## config.mk

```make
export PLATFORM = sky130hd
export DESIGN_NAME = ccff_loader
export DESIGN_NICKNAME = d
export VERILOG_FILES = /design/src/rtl/ccff_loader_pkg.sv /design/src/rtl/ccff_word_fifo.sv /design/src/rtl/ccff_loader.sv
export SDC_FILE = /design/constraint.sdc
export NUM_CORES = 1
export LEC_CHECK = 0
export BUFFER_PORTS_ARGS = -buffer_cell sky130_fd_sc_hd__buf_4
export CORE_ASPECT_RATIO = 0.7
export CORE_MARGIN = 4
export CORE_UTILIZATION = 65
export DETAILED_ROUTE_END_ITERATION = 10
export HOLD_SLACK_MARGIN = 0.03
export PLACE_DENSITY = 0.87
export RECOVER_POWER = 100
export SLEW_MARGIN = 15
export SYNTH_ARGS = -nofsm -noshare
export SYNTH_HDL_FRONTEND = slang
export SYNTH_SLANG_ARGS = --single-unit
```

## constraint.sdc

```tcl
create_clock -name wb_clk_i -period 6.8 [get_ports wb_clk_i]
set_clock_uncertainty 0.1 [all_clocks]
set_input_delay 0.34 -clock wb_clk_i [delete_from_list [all_inputs] [get_ports wb_clk_i]]
set_output_delay 0.34 -clock wb_clk_i [all_outputs]
set_load 0.01 [all_outputs]
```

## src/rtl/ccff_loader_pkg.sv

```systemverilog
// Shared definitions for the configuration-chain loader: register map,
// CTRL/STATUS bit positions, FSM state encoding and a STATUS packer.
package ccff_loader_pkg;

  localparam int WORD_W   = 32;
  localparam int BITCNT_W = 20;

  // Register offsets, decoded from byte address bits [3:2]
  localparam logic [1:0] REG_CTRL   = 2'd0;
  localparam logic [1:0] REG_STATUS = 2'd1;
  localparam logic [1:0] REG_BITCNT = 2'd2;
  localparam logic [1:0] REG_DATA   = 2'd3;

  // CTRL bit indices
  localparam int CTRL_START = 0;
  localparam int CTRL_ABORT = 1;
  localparam int CTRL_PRST  = 2;

  // STATUS bit indices
  localparam int ST_BUSY    = 0;
  localparam int ST_DONE    = 1;
  localparam int ST_FULL    = 2;
  localparam int ST_EMPTY   = 3;
  localparam int ST_STALLED = 4;
  localparam int ST_OVF     = 5;

  typedef enum logic [2:0] {
    S_IDLE     = 3'd0,
    S_FETCH    = 3'd1,
    S_SHIFT_LO = 3'd2,
    S_SHIFT_HI = 3'd3,
    S_DONE     = 3'd4
  } ccff_state_e;

  function automatic logic [31:0] pack_status(input logic busy, input logic done,
                                              input logic full, input logic empty,
                                              input logic stalled, input logic ovf);
    logic [31:0] w;
    w             = 32'h0;
    w[ST_BUSY]    = busy;
    w[ST_DONE]    = done;
    w[ST_FULL]    = full;
    w[ST_EMPTY]   = empty;
    w[ST_STALLED] = stalled;
    w[ST_OVF]     = ovf;
    return w;
  endfunction

endpackage

```

## src/rtl/ccff_word_fifo.sv

```systemverilog
// Small synchronous FIFO for bitstream words. Show-ahead read port:
// rdata always presents the oldest entry. A push into a full FIFO is
// accepted only when a pop happens in the same cycle.
module ccff_word_fifo #(
  parameter int WIDTH = 32,
  parameter int DEPTH = 4
) (
  input  logic                   clk,
  input  logic                   rst_n,
  input  logic                   flush,
  input  logic                   push,
  input  logic                   pop,
  input  logic [WIDTH-1:0]       wdata,
  output logic [WIDTH-1:0]       rdata,
  output logic                   full,
  output logic                   empty,
  output logic [$clog2(DEPTH):0] count
);

  localparam int AW = $clog2(DEPTH);
  localparam logic [AW:0] DEPTH_C = (AW+1)'(DEPTH);

  logic [WIDTH-1:0] mem_r [DEPTH];
  logic [AW-1:0]    wr_ptr_r;
  logic [AW-1:0]    rd_ptr_r;
  logic [AW:0]      count_r;
  logic             do_push_s;
  logic             do_pop_s;

  // Qualify requests against current occupancy
  always_comb begin
    do_pop_s  = pop & ~empty;
    do_push_s = push & (~full | do_pop_s);
  end

  assign full  = (count_r == DEPTH_C);
  assign empty = (count_r == '0);
  assign count = count_r;
  assign rdata = mem_r[rd_ptr_r];

  // Pointer and occupancy tracking; flush acts as a synchronous clear
  always_ff @(posedge clk or negedge rst_n) begin
    if (!rst_n) begin
      wr_ptr_r <= '0;
      rd_ptr_r <= '0;
      count_r  <= '0;
    end else if (flush) begin
      wr_ptr_r <= '0;
      rd_ptr_r <= '0;
      count_r  <= '0;
    end else begin
      if (do_push_s) begin
        wr_ptr_r <= wr_ptr_r + AW'(1'b1);
      end
      if (do_pop_s) begin
        rd_ptr_r <= rd_ptr_r + AW'(1'b1);
      end
      case ({do_push_s, do_pop_s})
        2'b10:   count_r <= count_r + (AW+1)'(1'b1);
        2'b01:   count_r <= count_r - (AW+1)'(1'b1);
        default: count_r <= count_r;
      endcase
    end
  end

  // Storage array; contents are don't-care until written
  always_ff @(posedge clk) begin
    if (do_push_s) begin
      mem_r[wr_ptr_r] <= wdata;
    end
  end

endmodule

```

## src/rtl/ccff_loader.sv

```systemverilog
// Wishbone-controlled loader that streams a bitstream from a word FIFO
// into a configuration flip-flop chain (LSB first), generating prog_clk.
// Optional feature macro CCFF_READBACK_EN: capture ccff_tail on every
// prog_clk rising edge into a 32-bit register readable through DATA.
module ccff_loader
  import ccff_loader_pkg::*;
#(
  parameter int CLK_DIV    = 4,
  parameter int FIFO_DEPTH = 4
) (
  input  logic        wb_clk_i,
  input  logic        wb_rst_ni,
  input  logic        wbs_stb_i,
  input  logic        wbs_cyc_i,
  input  logic        wbs_we_i,
  input  logic [3:0]  wbs_adr_i,
  input  logic [31:0] wbs_dat_i,
  output logic        wbs_ack_o,
  output logic [31:0] wbs_dat_o,
  output logic        prog_clk,
  output logic        prog_reset,
  output logic        ccff_head,
  input  logic        ccff_tail
);

  localparam logic [7:0] DIV_LAST = 8'(CLK_DIV - 1);
  localparam int         CW       = $clog2(FIFO_DEPTH) + 1;

  // Bus-side signals
  logic                wb_req_s;
  logic                wr_s;
  logic                rd_s;
  logic [1:0]          sel_s;
  logic                start_s;
  logic                abort_s;
  logic                push_s;
  logic                ack_r;
  logic [31:0]         dat_r;
  logic [31:0]         rd_data_s;
  logic [31:0]         rb_data_s;

  // Configuration/status registers
  logic                prst_r;
  logic [BITCNT_W-1:0] bitcnt_r;
  logic                done_r;
  logic                ovf_r;

  // FSM / datapath
  ccff_state_e         state_r, state_next_s;
  logic [7:0]          div_cnt_r, div_next_s;
  logic [BITCNT_W-1:0] rem_r, rem_next_s;
  logic [4:0]          idx_r, idx_next_s;
  logic [WORD_W-1:0]   shift_r, shift_next_s;
  logic                pop_s;
  logic                prog_clk_r;
  logic                head_r;
  logic                busy_s;
  logic                stalled_s;
  logic                start_ok_s;

  // FIFO
  logic [WORD_W-1:0]   fifo_rdata_s;
  logic                fifo_full_s;
  logic                fifo_empty_s;
  logic [CW-1:0]       fifo_count_s;

  logic                unused_s;
  assign unused_s = &{1'b0, wbs_adr_i[1:0], fifo_count_s, ccff_tail};

  // One request per transfer: a held strobe is ignored while ack is high
  assign wb_req_s   = wbs_stb_i & wbs_cyc_i & ~ack_r;
  assign wr_s       = wb_req_s & wbs_we_i;
  assign rd_s       = wb_req_s & ~wbs_we_i;
  assign sel_s      = wbs_adr_i[3:2];
  assign start_s    = wr_s & (sel_s == REG_CTRL) & wbs_dat_i[CTRL_START];
  assign abort_s    = wr_s & (sel_s == REG_CTRL) & wbs_dat_i[CTRL_ABORT];
  assign push_s     = wr_s & (sel_s == REG_DATA);
  assign start_ok_s = start_s & ~abort_s & (state_r == S_IDLE);

  assign busy_s    = (state_r == S_FETCH) || (state_r == S_SHIFT_LO) ||
                     (state_r == S_SHIFT_HI);
  assign stalled_s = (state_r == S_FETCH) && fifo_empty_s;

  ccff_word_fifo #(
    .WIDTH (WORD_W),
    .DEPTH (FIFO_DEPTH)
  ) u_fifo (
    .clk   (wb_clk_i),
    .rst_n (wb_rst_ni),
    .flush (abort_s),
    .push  (push_s),
    .pop   (pop_s),
    .wdata (wbs_dat_i),
    .rdata (fifo_rdata_s),
    .full  (fifo_full_s),
    .empty (fifo_empty_s),
    .count (fifo_count_s)
  );

  // Read-data multiplexer for the register map
  always_comb begin
    rd_data_s = 32'h0;
    case (sel_s)
      REG_CTRL:   rd_data_s = 32'h0;
      REG_STATUS: rd_data_s = pack_status(busy_s, done_r, fifo_full_s,
                                          fifo_empty_s, stalled_s, ovf_r);
      REG_BITCNT: rd_data_s = {12'h0, bitcnt_r};
      REG_DATA:   rd_data_s = rb_data_s;
      default:    rd_data_s = 32'h0;
    endcase
  end

  // Wishbone acknowledge and registered read data
  always_ff @(posedge wb_clk_i or negedge wb_rst_ni) begin
    if (!wb_rst_ni) begin
      ack_r <= 1'b0;
      dat_r <= 32'h0;
    end else begin
      ack_r <= wb_req_s;
      dat_r <= rd_s ? rd_data_s : 32'h0;
    end
  end

  // Software-writable configuration registers
  always_ff @(posedge wb_clk_i or negedge wb_rst_ni) begin
    if (!wb_rst_ni) begin
      prst_r   <= 1'b0;
      bitcnt_r <= '0;
    end else begin
      if (wr_s && (sel_s == REG_CTRL)) begin
        prst_r <= wbs_dat_i[CTRL_PRST];
      end
      if (wr_s && (sel_s == REG_BITCNT)) begin
        bitcnt_r <= wbs_dat_i[BITCNT_W-1:0];
      end
    end
  end

  // Sticky done and overflow flags
  always_ff @(posedge wb_clk_i or negedge wb_rst_ni) begin
    if (!wb_rst_ni) begin
      done_r <= 1'b0;
      ovf_r  <= 1'b0;
    end else begin
      if (abort_s || start_ok_s) begin
        done_r <= 1'b0;
      end else if (state_r == S_DONE) begin
        done_r <= 1'b1;
      end
      if (start_ok_s) begin
        ovf_r <= 1'b0;
      end else if (push_s && fifo_full_s && !pop_s) begin
        ovf_r <= 1'b1;
      end
    end
  end

  // FSM next-state and shift datapath; abort overrides everything
  always_comb begin
    state_next_s = state_r;
    div_next_s   = div_cnt_r;
    rem_next_s   = rem_r;
    idx_next_s   = idx_r;
    shift_next_s = shift_r;
    pop_s        = 1'b0;
    if (abort_s) begin
      state_next_s = S_IDLE;
      div_next_s   = 8'd0;
      rem_next_s   = '0;
      idx_next_s   = 5'd0;
    end else begin
      case (state_r)
        S_IDLE: begin
          if (start_s) begin
            if (bitcnt_r != '0) begin
              state_next_s = S_FETCH;
              rem_next_s   = bitcnt_r;
            end else begin
              state_next_s = S_DONE;
            end
          end else begin
            state_next_s = S_IDLE;
          end
        end
        S_FETCH: begin
          if (!fifo_empty_s) begin
            pop_s        = 1'b1;
            shift_next_s = fifo_rdata_s;
            idx_next_s   = 5'd0;
            div_next_s   = 8'd0;
            state_next_s = S_SHIFT_LO;
          end else begin
            state_next_s = S_FETCH;
          end
        end
        S_SHIFT_LO: begin
          if (div_cnt_r == DIV_LAST) begin
            div_next_s   = 8'd0;
            state_next_s = S_SHIFT_HI;
          end else begin
            div_next_s   = div_cnt_r + 8'd1;
          end
        end
        S_SHIFT_HI: begin
          if (div_cnt_r == DIV_LAST) begin
            div_next_s   = 8'd0;
            shift_next_s = {1'b0, shift_r[WORD_W-1:1]};
            rem_next_s   = rem_r - 20'd1;
            idx_next_s   = idx_r + 5'd1;
            if (rem_r == 20'd1) begin
              state_next_s = S_DONE;
            end else if (idx_r == 5'd31) begin
              state_next_s = S_FETCH;
            end else begin
              state_next_s = S_SHIFT_LO;
            end
          end else begin
            div_next_s   = div_cnt_r + 8'd1;
          end
        end
        S_DONE: begin
          state_next_s = S_IDLE;
        end
        default: begin
          state_next_s = S_IDLE;
        end
      endcase
    end
  end

  // FSM state and datapath registers
  always_ff @(posedge wb_clk_i or negedge wb_rst_ni) begin
    if (!wb_rst_ni) begin
      state_r   <= S_IDLE;
      div_cnt_r <= 8'd0;
      rem_r     <= '0;
      idx_r     <= 5'd0;
      shift_r   <= '0;
    end else begin
      state_r   <= state_next_s;
      div_cnt_r <= div_next_s;
      rem_r     <= rem_next_s;
      idx_r     <= idx_next_s;
      shift_r   <= shift_next_s;
    end
  end

  // Chain outputs come straight from flops so they cannot glitch
  always_ff @(posedge wb_clk_i or negedge wb_rst_ni) begin
    if (!wb_rst_ni) begin
      prog_clk_r <= 1'b0;
      head_r     <= 1'b0;
    end else begin
      prog_clk_r <= (state_next_s == S_SHIFT_HI);
      head_r     <= ((state_next_s == S_SHIFT_LO) || (state_next_s == S_SHIFT_HI)) ?
                    shift_next_s[0] : 1'b0;
    end
  end

`ifdef CCFF_READBACK_EN
  logic [WORD_W-1:0] rb_r;

  // Capture the chain output at each prog_clk rising edge
  always_ff @(posedge wb_clk_i or negedge wb_rst_ni) begin
    if (!wb_rst_ni) begin
      rb_r <= '0;
    end else if ((state_r == S_SHIFT_LO) && (state_next_s == S_SHIFT_HI)) begin
      rb_r <= {ccff_tail, rb_r[WORD_W-1:1]};
    end
  end

  assign rb_data_s = rb_r;
`else
  assign rb_data_s = 32'h0;
`endif

  assign wbs_ack_o  = ack_r;
  assign wbs_dat_o  = dat_r;
  assign prog_clk   = prog_clk_r;
  assign ccff_head  = head_r;
  assign prog_reset = prst_r;

endmodule

```

Yosys cells after proc, flatten, opt, wreduce, memory -nomap -nowiden. Memories as Yosys holds them, arrays and structs flattened. Index checks and enable logic that the tools add are counted.

Bits in registers: 133. Memory bits (writable): 128. Bits of input ports: 42. Logic and storage cells: 137. Memories kept: 1.

Memories: u_fifo.mem_r (words 4, width 32, read ports 1, clocked after memory_dff 0, write ports 1, RTL line ccff_word_fifo.sv:23) `logic [WIDTH-1:0] mem_r [DEPTH];`.

Add/subtract/negate cells: 7. Equal/unequal tests: 21. Mux-type cells: 44. Bitwise logic cells: 18. Reductions and logical operators: 29.

Operator list (number): $mux 32 (3); $pmux 32 s3 (1); $mux 20 (4); $pmux 32 s2 (1); $pmux 20 s2 (1); $mux 8 (3); $mux 3 (7); $eq 20x1->1 const B (1); $reduce_bool 20->1 (1); $sub 20x1->20 const B (1); $pmux 8 s2 (1); $mux 5 (3); $and 1x1->1 (12); $eq 3x2->1 const B (4); $mux 2 (6); $pmux 3 s4 (1); $reduce_bool 3->1 (4); $mux 1 (11); $pmux 5 s2 (1); $reduce_bool 2->1 (5); $add 8x1->8 const B (1); $eq 8x2->1 const B (1); $reduce_and 4->1 (2); $eq 2x2->1 const B (3); other kinds (23) (41).

Depth between registers and ports, before layout. Gate-level depths: netlist of the first run.

Depth in word-level cells: 12. Gate-level depth with buffers: 9. Mapped depth without buffers: 7.

Cells and area by module. Synthesis of the first run repeated with hierarchy kept, for this count alone.

Cell total of the unflattened synthesis: 796. Area total of the unflattened synthesis: 10787.8 um2.

By module, submodules not included: ccff_loader (times used 1, cells an instance 565, area an instance 5611.6 um2, sequential area each 2852.7 um2); ccff_word_fifo (times used 1, cells an instance 231, area an instance 5176.2 um2, sequential area each 4018.9 um2).

Worst setup path after synthesis of the first run. No wires, ideal clock.

Kind: reg2reg. Start point: register state_r[2]. End point: memory u_fifo.mem_r[0][0], enable pin. Setup time: 392 ps. Arrival time: 2414 ps. Path slack: 3894 ps. Stages on the path, launching flop included: 8. Buffers on the path: 3. Clock period less this slack: 2906 ps. Cell sequence: dfrtp_1 clkbuf_1 or3b_1 clkbuf_1 or2_0 clkbuf_1 o21ai_2 and3_1.

Word-level cells in the longest chain between the ends: 8.

Ends and longest elaborated chain: start, declared (RTL line ccff_loader.sv:49) `ccff_state_e state_r, state_next_s;`; start signal, assigned (RTL line ccff_loader.sv:240) `state_r <= state_next_s;`; $eq 3x1->1 (RTL line ccff_loader.sv:172) `case (state_r)`; $mux 1 (RTL line ccff_loader.sv:172); $mux 1 (RTL line ccff_loader.sv:166) `if (abort_s) begin`; $and 1x1->1 (RTL line ccff_word_fifo.sv:32) `do_pop_s = pop & ~empty;`; $or 1x1->1 (RTL line ccff_word_fifo.sv:33) `do_push_s = push & (~full | do_pop_s);`; $and 1x1->1 (RTL line ccff_word_fifo.sv:33); $mux 1 (RTL line ccff_word_fifo.sv:68) `if (do_push_s) begin`; $mux 1 (not written as such) (RTL line ccff_word_fifo.sv:69) `mem_r[wr_ptr_r] <= wdata;`; end, declared (RTL line ccff_word_fifo.sv:23).

No other way between the ends.

Final worst setup path of the first run.
Start point: register div_cnt_r[0]. End point: register shift_r[26].

Word-level cells in the longest chain between the ends: 3.

Ends and longest elaborated chain: start, declared (RTL line ccff_loader.sv:50) `logic [7:0] div_cnt_r, div_next_s;`; start signal, assigned (RTL line ccff_loader.sv:241) `div_cnt_r <= div_next_s;`; $eq 8x2->1 (RTL line ccff_loader.sv:205) `if (div_cnt_r == DIV_LAST) begin`; $ne 2x1->1 (no line); $reduce_and 4->1 (no line); end signal, assigned (RTL line ccff_loader.sv:244) `shift_r <= shift_next_s;`; end, declared (RTL line ccff_loader.sv:53) `logic [WORD_W-1:0] shift_r, shift_next_s;`.

No other way between the ends. A chain may end at the register's enable or synchronous reset.

==> impl_results.md, run 1 <==
* Run status: finished with violations
* Starting DRC count in detailed routing at 1002
* Worst path slowest cell: nor3_1
* Setup crit start kind: flip-flop
* Initial antenna violation count at 2
* GR Util All Layers at between 20 and 30%
* Gp weighted congestion at 0.887
* Worst Setup SP: div_cnt_r[0]
* Worst VDD drop at between 0.2 and 0.25 mV
* Max Freq at slightly below 0.2 GHz
* Routed wire length per instance at 24.2 µm
* DP HPWL at 15.2 mm
* Top sig layer: met4
* Core ar. at 15800 µm²
* Antenna-violating nets left at 0
* Worst Path Arrival at ~5200 ps
* Post-Syn Area at 10700 µm²
* Num rows at 38
* DIE WIDTH at 161 µm
* Area of the die at 18600 µm²
* Synth-to-Final Area Change at 14.1%
* Worst Tran Pin Value at 3350 ps
* CTS tree: yes
* Initial core utilization at between 60% and 70%
* Post-synth top flop: edfxtp_1
* DR pass1 iterations at 5
* Post-Syn Instances at 793
* Leakage at around 4.6 nW
* Total wire length at 27.0 mm
* Most numerous cell in the Yosys netlist: edfxtp_1
* Mean Syn Cell Area at 13.5 µm²
* Final period util at 74.7%
* CTS clk-pin slew, worst paths at 70 ps
* Worst hold start: wbs_we_i
* Setup TNS at 0 ps
* Clock sink total at 249
* Clock Tree Buf Depth at 3
* HP Class: input pin to flip-flop
* Final Slew Violations at 387
* Vias in the first global route at ~7500
* Global-route wire length before repair at 41.5 mm
* CTS root buffer: clkbuf_16
* Synth area leaders: edfxtp_1 36%, dfrtp_1 28%, mux4_2 6.7%
* Layout cells sized above 1 at 12.0%
* Post-synth top area share at a little over a third
* Post-synth EDFFs at between 100 and 150
* Cts repair resizes at 0
* CTS buffer count at 23
* H-Tree Level Count at 1
* Post-synth top cells: 128 x edfxtp_1, 121 x dfrtp_1, 62 x nand2_1, 42 x nor2_1
* Final setup vio count at 0
* Total global routing overflow at 0
* Die height at 115 µm
* Met2 WL at 13.3 mm
* IO buf count at 62
* Min Tclk post-route at 5080 ps
* Hold Vio Cnt, Final at 0
* Violated checks: max-capacitance violations, max-slew violations
* Via/cell ratio at approximately 6.8
* IO Count at slightly below 80
* Clock Latency Late Sink at about 510 ps
* Via count at 7537
* Seq/Total Area, Yosys at around 64%
* Register area at 6870 µm²
* Netlist cell types at 74
* Met3 routed WL at about 2.3 mm
* Multi-input gate area at 3530 µm²
* Synthesis warning total at 0
* Max Fanout on Critical Path at 37
* Total Power at 4.53 mW
* Kind of critical path: flip-flop to flip-flop
* Max incr delay on CP at between 1500 and 2000 ps
* Power density over the cells at 371 nW/µm²
* Seq cells post-synth at 249
* Max_slew headroom at -123%
* Met1 wire length at 10.3 mm
* Maxcap violations at 9
* RR Startpoint: div_cnt_r[0]
* RSZ-0062 raised after global routing: no
* Post-route DRC at 0
* Worst setup EP type: flip-flop
* Asr flop ratio synth at 48.6%
* Required time worst endpoint at 6920 ps
* # nets final at 928
* Cell Chain, Critical Path: ha_1, or3b_2, nor3_1, buf_4, o21ai_2, clkbuf_1, nand2_1, o21ai_0
* Largest net degree at the start of global routing at 75
* Fillers at 931
* Synth area leader: edfxtp_1
-- stage by stage --
step | setup WS (ps) | utilization, % | instance area, µm² | hold slack, ps | instances
after floorplan | 3890 | - | 10700 | -55.6 | 804
after global placement | 3600 | 71.5 | 11300 | 288 | 1036
after detailed placement | 3470 | 71.5 | 11300 | 302 | 1036
after CTS | 3430 | 78.9 | 12500 | 137 | 1112
after global routing | 1590 | 77.3 | 12200 | 184 | 1114
final | 1720 | 77.3 | 12200 | 137 | 1114
-- cells in the final DEF, fill, tap and decap left out, types with 19 or more instances in the layout --
cell type / count
clkbuf_1: 68
o21ai_0: 29
a21oi_1: 31
clkbuf_16: 26
dfrtp_1: 120
nor2_1: 41
dlygate4sd3_1: 35
nand3_1: 20
mux4_2: 32
mux2_2: 19
edfxtp_1: 128
a22oi_1: 39
nand2_1: 62
-- layer usage --
metal / GRT usage (%) / vias to the layer above
met2: 47.6 / 538
met1: 39.7 / 3727
met3: 4.62 / 109
met4: 10.1 / 0
li1: - / 3163
met5: 0 / -
-- cell families after synthesis --
group,Yosys count,synth area share [%]
compound gates,175,10.9
simple gates,219,10.4
xor+xnor,13,1.06
other cells,1,0.0351
mux,54,9.04
flops,249,64.2
buf+inv,72,3.07
fa+ha+maj,10,1.24
-- sequential cells by signal (all words and copies together) (netlist names), 2 cells and up --
signal,cells
u_fifo.wr_ptr_r,2
u_fifo.rd_ptr_r,2
idx_r,5
rem_r,20
u_fifo.mem_r,128
bitcnt_r,20
state_r,3
wbs_dat_o,20
shift_r,32
u_fifo.count,3
div_cnt_r,8
-- worst paths after layout --
check	slack (ps)	cells past startpoint	endpoint
max	1720	8	shift_r[26]
min	140	3	wbs_dat_o[5]
max reg2reg	1720	8	shift_r[26]
min reg2reg	370	1	wbs_ack_o
max in group asynchronous	2510	3	rem_r[11]
min in group asynchronous	1130	2	wbs_dat_o[1]
-- area by class of cell --
class	instances	share of cell area (%)
Inverter	8	0.246
Clock inverter	9	1.00
Tap cell	220	2.26
Sequential cell	249	56.3
Timing Repair Buffer	111	5.56
Antenna cell	2	0.0410
Multi-Input combinational cell	483	28.9
Clock buffer	32	5.68
-- worst max-delay path: cells and delay by family, from the launching register on --
kind | cells | cell delay (ps)
buf+inv | 2 | 1180
flops | 1 | 460
simple gates | 3 | 2360
compound gates | 2 | 390
fa+ha+maj | 1 | 270
-- timing repair --
item                                    in CTS  in global routing
buffers inserted                             0                  0
hold endpoints to repair                   195                  0
hold buffers                                35                  0
endpoints found under the setup margin       0                  0
-- report_power, final --
part	switching [mW]	total (mW)	leakage, nW	internal [mW]
clock	0.555	1.38	0.403	0.828
combinational	0.614	1.06	1.47	0.449
sequential	0.260	2.08	2.70	1.82
total	1.43	4.53	4.58	3.10
No activity file was read; power rests on OpenSTA's default activity.
==> run 2, diff against run 1 <==
CORE_UTILIZATION = 60   (was 65)
PLACE_DENSITY = 0.81   (was 0.87)
clock period = 4.7 ns   (was 6.8 ns; I/O delays follow)
==> run 2 against run 1 <==
Combinational power is 36% higher. Die area is 7.8% higher. Flip-flop and latch count stayed put. Largest cell class unchanged. Power is 40% higher. The flow still finishes with violations (max-capacitance violations, max-slew violations). First-iteration DRC count is 22% lower. Routed wire length is 11% lower.
==> impl_results.md, run 2 (synthesis results as in run 1) <==
* Maxcap violations at 4 (-5)
* CTS tree: yes
* Initial core utilization at 61.8% (-6.0 points)
* Hold Vio Cnt, Final at 0 (unchanged)
* H-Tree Level Count at 1 (unchanged)
* Antenna-violating nets left at 0 (unchanged)
* DP HPWL at 14.6 mm (-3.4%)
* Max_slew headroom at -35.8% (+87 points)
* Power density over the cells at 521 nW/µm² (+40%)
* Commonest non-fill, non-tap cells in the layout: 128 x edfxtp_1, 120 x dfrtp_1, 65 x clkbuf_1
* Final Slew Violations at 177 (-54%)
* CTS clk-pin slew, worst paths at 60 ps (about the same)
* Max FFs per register at 128 (unchanged)
* Final period util at 79.6% (+4.9 points)
* Most common cell after layout, fill and taps aside: edfxtp_1
* Violated checks: max-capacitance violations, max-slew violations
* Max incr delay on CP at 1140 ps (-520 ps)
* Inserted Diodes at 0 (-2)
* Bufs and invs on worst path at 1 (-1)
* Cell Chain, Critical Path: or3b_1, nor2_1, o21ai_2, clkbuf_1, nand2_1, o21ai_0
* Gp weighted congestion at 0.883 (-0.48%)
* Worst Path Arrival at 3950 ps (-1250 ps)
* Clock Tree Buf Depth at 3 (unchanged)
* Leakage at 4.56 nW (-0.24%)
* Initial antenna violation count at 0 (-2)
* Area of the die at 20100 µm² (+7.8%)
* Starting DRC count in detailed routing at 785 (-22%)
* Clock sink total at 249 (unchanged)
* GR Util All Layers at 24.2% (-4.5 points)
* Max Freq at 0.267 GHz (+36%)
* IO buf count at 62 (unchanged)
* Reg with most FFs: u_fifo.mem_r
* # nets final at 929 (+0.11%)
* CTS root buffer: clkbuf_16
* Total global routing overflow at 0 (unchanged)
* Core Util, Final at 70.3% (-7.0 points)
* Cts repair resizes at 0 (unchanged)
* HP Class: input pin to flip-flop
* Post-CTS Setup Repair Bufs at 0 (unchanged)
* Via/cell ratio at 6.37 (-5.8%)
* Routed wire length per instance at 21.4 µm (-11%)
* IO Count at 78 (unchanged)
* Required time worst endpoint at 4910 ps (-2010 ps)
* Worst VDD drop at 0.350 mV (+62%)
* Layout cells sized above 1 at 12.0% (-0.040 points)
* Kind of critical path: flip-flop to flip-flop
* CTS buffer count at 24 (+4.3%)
* Setup crit start kind: flip-flop
* Run status: finished with violations
* Largest regs: u_fifo.mem_r x128, shift_r x32
* # hold bufs at CTS at 35 (unchanged)
* Min Tclk post-route at 3740 ps (-1340 ps)
* Post-route DRC at 0 (unchanged)
* DIE WIDTH at 168 µm (+3.9%)
* Worst setup EP type: flip-flop
* Global-route wire length before repair at 39.2 mm (-5.7%)
* CP delay by family, top: simple AND/OR/NAND/NOR gates
* Total wire length at 24.1 mm (-11%)
* DR pass1 iterations at 5 (unchanged)
* Worst path slowest cell: nor2_1
* Core ar. at 17300 µm² (+9.7%)
* Num rows at 40 (+5.3%)
* Final setup vio count at 0 (unchanged)
* Via count at 7176 (-4.8%)
* Vias in the first global route at 7222 (-3.3%)
* Clock Latency Late Sink at 510 ps (about the same)
* Max Fanout on Critical Path at 21 (-43%)
* Die height at 120 µm (+3.8%)
* Worst Tran Pin Value at 2040 ps (-1310 ps)
* Largest net degree at the start of global routing at 83 (+11%)
* RSZ-0062 raised after global routing: no
* Setup TNS at 0 ps (unchanged)
* Synth-to-Final Area Change at 13.8%
## run 2: cell types whose count changed in the layout (fill, tap and decap cells not counted), sizes merged
cell / change
diode: -2
clkinvlp: +1
clkbuf: +2
bufinv: -1
inv: +1
## run 2: worst paths after layout
| path | start | cells after the start | slack (ps) | to |
|---|---|---|---|---|
| min in group asynchronous | wb_rst_ni | 2 | 740 | div_cnt_r[4] |
| worst max register to register | state_r[1] | 6 | 960 | shift_r[18] |
| worst max-delay path | state_r[1] | 6 | 960 | shift_r[18] |
| max in group asynchronous | wb_rst_ni | 3 | 1850 | bitcnt_r[19] |
| worst min register to register | wbs_ack_o | 1 | 360 | wbs_ack_o |
| worst min-delay path | wbs_we_i | 3 | 50 | wbs_dat_o[1] |
## run 2: metal layers
| metal | vias up | wire [µm] | GRT usage (%) |
|---|---|---|---|
| met1 | 3596 | 10400 | 36.2 |
| li1 | 3166 | - | - |
| met4 | 0 | 389 | 4.51 |
| met3 | 42 | 2090 | 4.12 |
| met5 | - | 0 | 0 |
| met2 | 372 | 11200 | 38.4 |
## run 2: area by class of cell
class | instances | area [µm²]
Sequential cell | 249 | 6870
Fill cell | 1188 | 5140
Multi-Input combinational cell | 483 | 3520
Timing Repair Buffer | 111 | 687
Clock buffer | 34 | 669
Tap cell | 231 | 289
Clock inverter | 10 | 103
Inverter | 8 | 30.0
## run 2: worst min-delay path, stage by stage
cell    delay [ps]
buf_4           80
or3_1          220
nor2_1          70
## run 2: report_power, final
| part | switching, mW | internal (mW) |
|---|---|---|
| sequential | 0.374 | 2.64 |
| combinational | 0.800 | 0.644 |
| clock | 0.786 | 1.10 |
| total | 1.96 | 4.39 |
## run 2: metrics by stage
stage | setup WS (ps) | hold WS, ps | instances | area (µm²) | total power [mW]
after global placement | 1870 | 334 | 1047 | 11300 | 4.37
after global routing | 764 | 80.4 | 1126 | 12200 | 6.67
final | 958 | 46.2 | 1126 | 12200 | 6.35
after detailed placement | 1730 | 341 | 1047 | 11300 | 4.47
after CTS | 1720 | 37.1 | 1126 | 12400 | 6.40
after floorplan | 1790 | -161 | 804 | 10700 | 4.03
==> run 3, diff against run 2 <==
clock period = 3.5 ns   (was 4.7 ns; I/O delays follow)
==> run 3 against run 2 <==
The run still ends with max-capacitance violations, max-slew violations left. Sequential power rose by 34%. Combinational power up 40%. Non-clock buffer count rose by 9. Maximum frequency increased by 19%. Routed wire length is 5.1% higher. Cell count rose by 0.80%. Setup slack got worse by 590 ps. Utilization grew 0.95 points. Critical path depth increased by 2. Power increased by 38%. Die area unchanged. First-iteration DRC count rose by 6.5%. Highest routed layer unchanged.
==> impl_results.md, run 3 (synthesis results as in run 1) <==
* Run status: finished with violations
* Violated checks: max-capacitance violations, max-slew violations
* Max Freq at 0.319 GHz (+19%)
* Worst Slack Setup Final at 366 ps (-593 ps)
* Required time worst endpoint at 3740 ps (-1170 ps)
* H-Tree Level Count at 1 (unchanged)
* GR Util All Layers at 25.5% (+1.4 points)
* DR pass1 iterations at 5 (unchanged)
* Clock Tree Buf Depth at 3 (unchanged)
* RSZ-0062 raised after global routing: no
* Final Slew Violations at 68 (-62%)
* IO Count at 78 (unchanged)
* Num rows at 40 (unchanged)
* Worst Path Arrival at 3370 ps (-580 ps)
* Worst Tran Pin Value at 1750 ps (-286 ps)
* Final setup vio count at 0 (unchanged)
* IO buf count at 62 (unchanged)
* Setup crit start kind: flip-flop
* Clock sink total at 249 (unchanged)
* Hold Vio Cnt, Final at 0 (unchanged)
* Comb power frac at 22.8% (about the same)
* Area of the die at 20100 µm² (unchanged)
* Psw at 2.68 mW (+37%)
* Internal power at 6.09 mW (+39%)
* Gp weighted congestion at 0.884 (+0.14%)
* CP endpoint: shift_r[9]
* Via count at 7385 (+2.9%)
* Cts repair resizes at 0 (unchanged)
* Setup TNS at 0 ps (unchanged)
* DP HPWL at 15.1 mm (+2.8%)
* Total wire length at 25.4 mm (+5.1%)
* Vias in the first global route at 7484 (+3.6%)
* Largest regs: u_fifo.mem_r x128, shift_r x32
* Global-route wire length before repair at 40.9 mm (+4.4%)
* Post-CTS Setup Repair Bufs at 0 (unchanged)
* Place WS at 664 ps (-1060 ps)
* Initial core utilization at 61.8% (unchanged)
* HP Class: input pin to flip-flop
* # hold bufs at CTS at 38 (+8.6%)
* Worst Reg-to-Reg Cells at 8 (+2)
* Commonest non-fill, non-tap cells in the layout: 128 x edfxtp_1, 120 x dfrtp_1, 64 x clkbuf_1
* # nets final at 938 (+0.97%)
* Clock Latency Late Sink at 510 ps (about the same)
* Most common cell after layout, fill and taps aside: edfxtp_1
* Synth-to-Final Area Change at 15.4%
* Antenna-violating nets left at 0 (unchanged)
* CTS tree: yes
* Max_slew headroom at -16.7% (+19 points)
* Routed wire length per instance at 22.4 µm (+4.3%)
* Total global routing overflow at 0 (unchanged)
* CTS buffer count at 24 (unchanged)
* Switching fraction of total power at 30.6% (-0.31 points)
* Final period util at 89.6% (+9.9 points)
* Power density over the cells at 711 nW/µm² (+36%)
* CTS clk-pin slew, worst paths at 70 ps (about the same)
* Worst setup EP type: flip-flop
* Max Fanout on Critical Path at 31 (+48%)
* Core ar. at 17300 µm² (unchanged)
* Post-route DRC at 0 (unchanged)
* Worst Setup SP: div_cnt_r[0]
* Die height at 120 µm (unchanged)
* Inserted Diodes at 0 (unchanged)
* Layout cells sized above 1 at 12.9% (+0.99 points)
* Maxcap violations at 1 (-3)
* Via/cell ratio at 6.51 (+2.1%)
* Max incr delay on CP at 610 ps (-530 ps)
* Initial antenna violation count at 0 (unchanged)
* Cell Chain, Critical Path: ha_1, or3b_2, nor3_1, buf_4, o21ai_0, buf_4, nand2_1, o21ai_0
* Clk pwr share at 31.2% (+1.4 points)
* Leakage at 4.64 nW (+1.6%)
* Worst path slowest cell: nor3_1
* Fillers at 1133 (-4.6%)
* DIE WIDTH at 168 µm (unchanged)
* Reg with most FFs: u_fifo.mem_r
* RR Startpoint: div_cnt_r[0]
* Reg2Reg Setup Slack at 370 ps (-590 ps)
* Max FFs per register at 128 (unchanged)
* Worst VDD drop at 0.445 mV (+27%)
* Reg power frac at 46.0% (-1.5 points)
* CTS root buffer: clkbuf_16
* Starting DRC count in detailed routing at 836 (+6.5%)
* Reg2Reg Capture Point: shift_r[9]
* Min Tclk post-route at 3130 ps (-607 ps)
* Kind of critical path: flip-flop to flip-flop
* Largest net degree at the start of global routing at 73 (-12%)
-- run 3: changes by cell type in the layout (fill, tap and decap cells not counted), moves of 3 or more --
cell           previous run  this run
buf_4                    10        18
o21ai_0                  34        38
clkbuf_2                  8         3
o21ai_1                  13         9
dlygate4sd3_1            35        38
-- run 3: worst max-delay path: cells and delay by family (launching register included) --
| kind | cells | cell delay [ps] |
|---|---|---|
| AOI/OAI and AO/OA | 2 | 240 |
| adders and majority gates | 1 | 250 |
| buffers and inverters | 2 | 660 |
| DFF | 1 | 450 |
| and+or+nand+nor | 3 | 1250 |
-- run 3: power by group through the flow --
stage | logic [mW] | clock network, mW | registers (mW)
2_1_floorplan | 1.55 | 0 | 3.86
6_report | 2.01 | 2.74 | 4.03
4_1_cts | 2.06 | 2.76 | 4.01
3_5_place_dp | 1.97 | 0 | 4.06
5_1_grt | 2.21 | 2.91 | 4.08
3_3_place_gp | 1.88 | 0 | 4.02
-- run 3: cell type report --
cell class	instances	area, µm²	share of cell area, %
Clock inverter	13	169	1.37
Inverter	8	30.0	0.243
Timing Repair Buffer	120	776	6.29
Multi-Input combinational cell	483	3520	28.5
Clock buffer	31	679	5.51
Tap cell	231	289	2.34
Sequential cell	249	6870	55.7
-- run 3: stage by stage --
stage | hold slack [ps] | power [mW] | util, % | std cells | instance area [µm²]
3_3_place_gp | 245 | 5.89 | 65.6 | 1053 | 11400
4_1_cts | 85.2 | 8.83 | 72.7 | 1135 | 12600
6_report | 105 | 8.78 | 71.3 | 1135 | 12300
5_1_grt | 177 | 9.21 | 71.3 | 1135 | 12300
2_1_floorplan | -221 | 5.41 | - | 804 | 10700
3_5_place_dp | 243 | 6.03 | 65.6 | 1053 | 11400
-- run 3: metal layers --
metal	global-route usage, %	part of all wire (%)
met2	41.4	48
met3	4.05	7.9
met1	37.0	42
met5	0	0
met4	6.39	2.1
-- run 3: how the worst min path moves through the flow --
stage	from	end	slack [ps]	cells after the start
global route	wbs_stb_i	wbs_dat_o[3]	180	4
global placement	wb_rst_ni	u_fifo.count[2]	240	1
finish	wbs_stb_i	wbs_dat_o[2]	100	4
detailed placement	wb_rst_ni	u_fifo.count[1]	240	1
floorplan	wb_rst_ni	bitcnt_r[0]	-220	0
CTS	wbs_stb_i	wbs_dat_o[2]	90	4
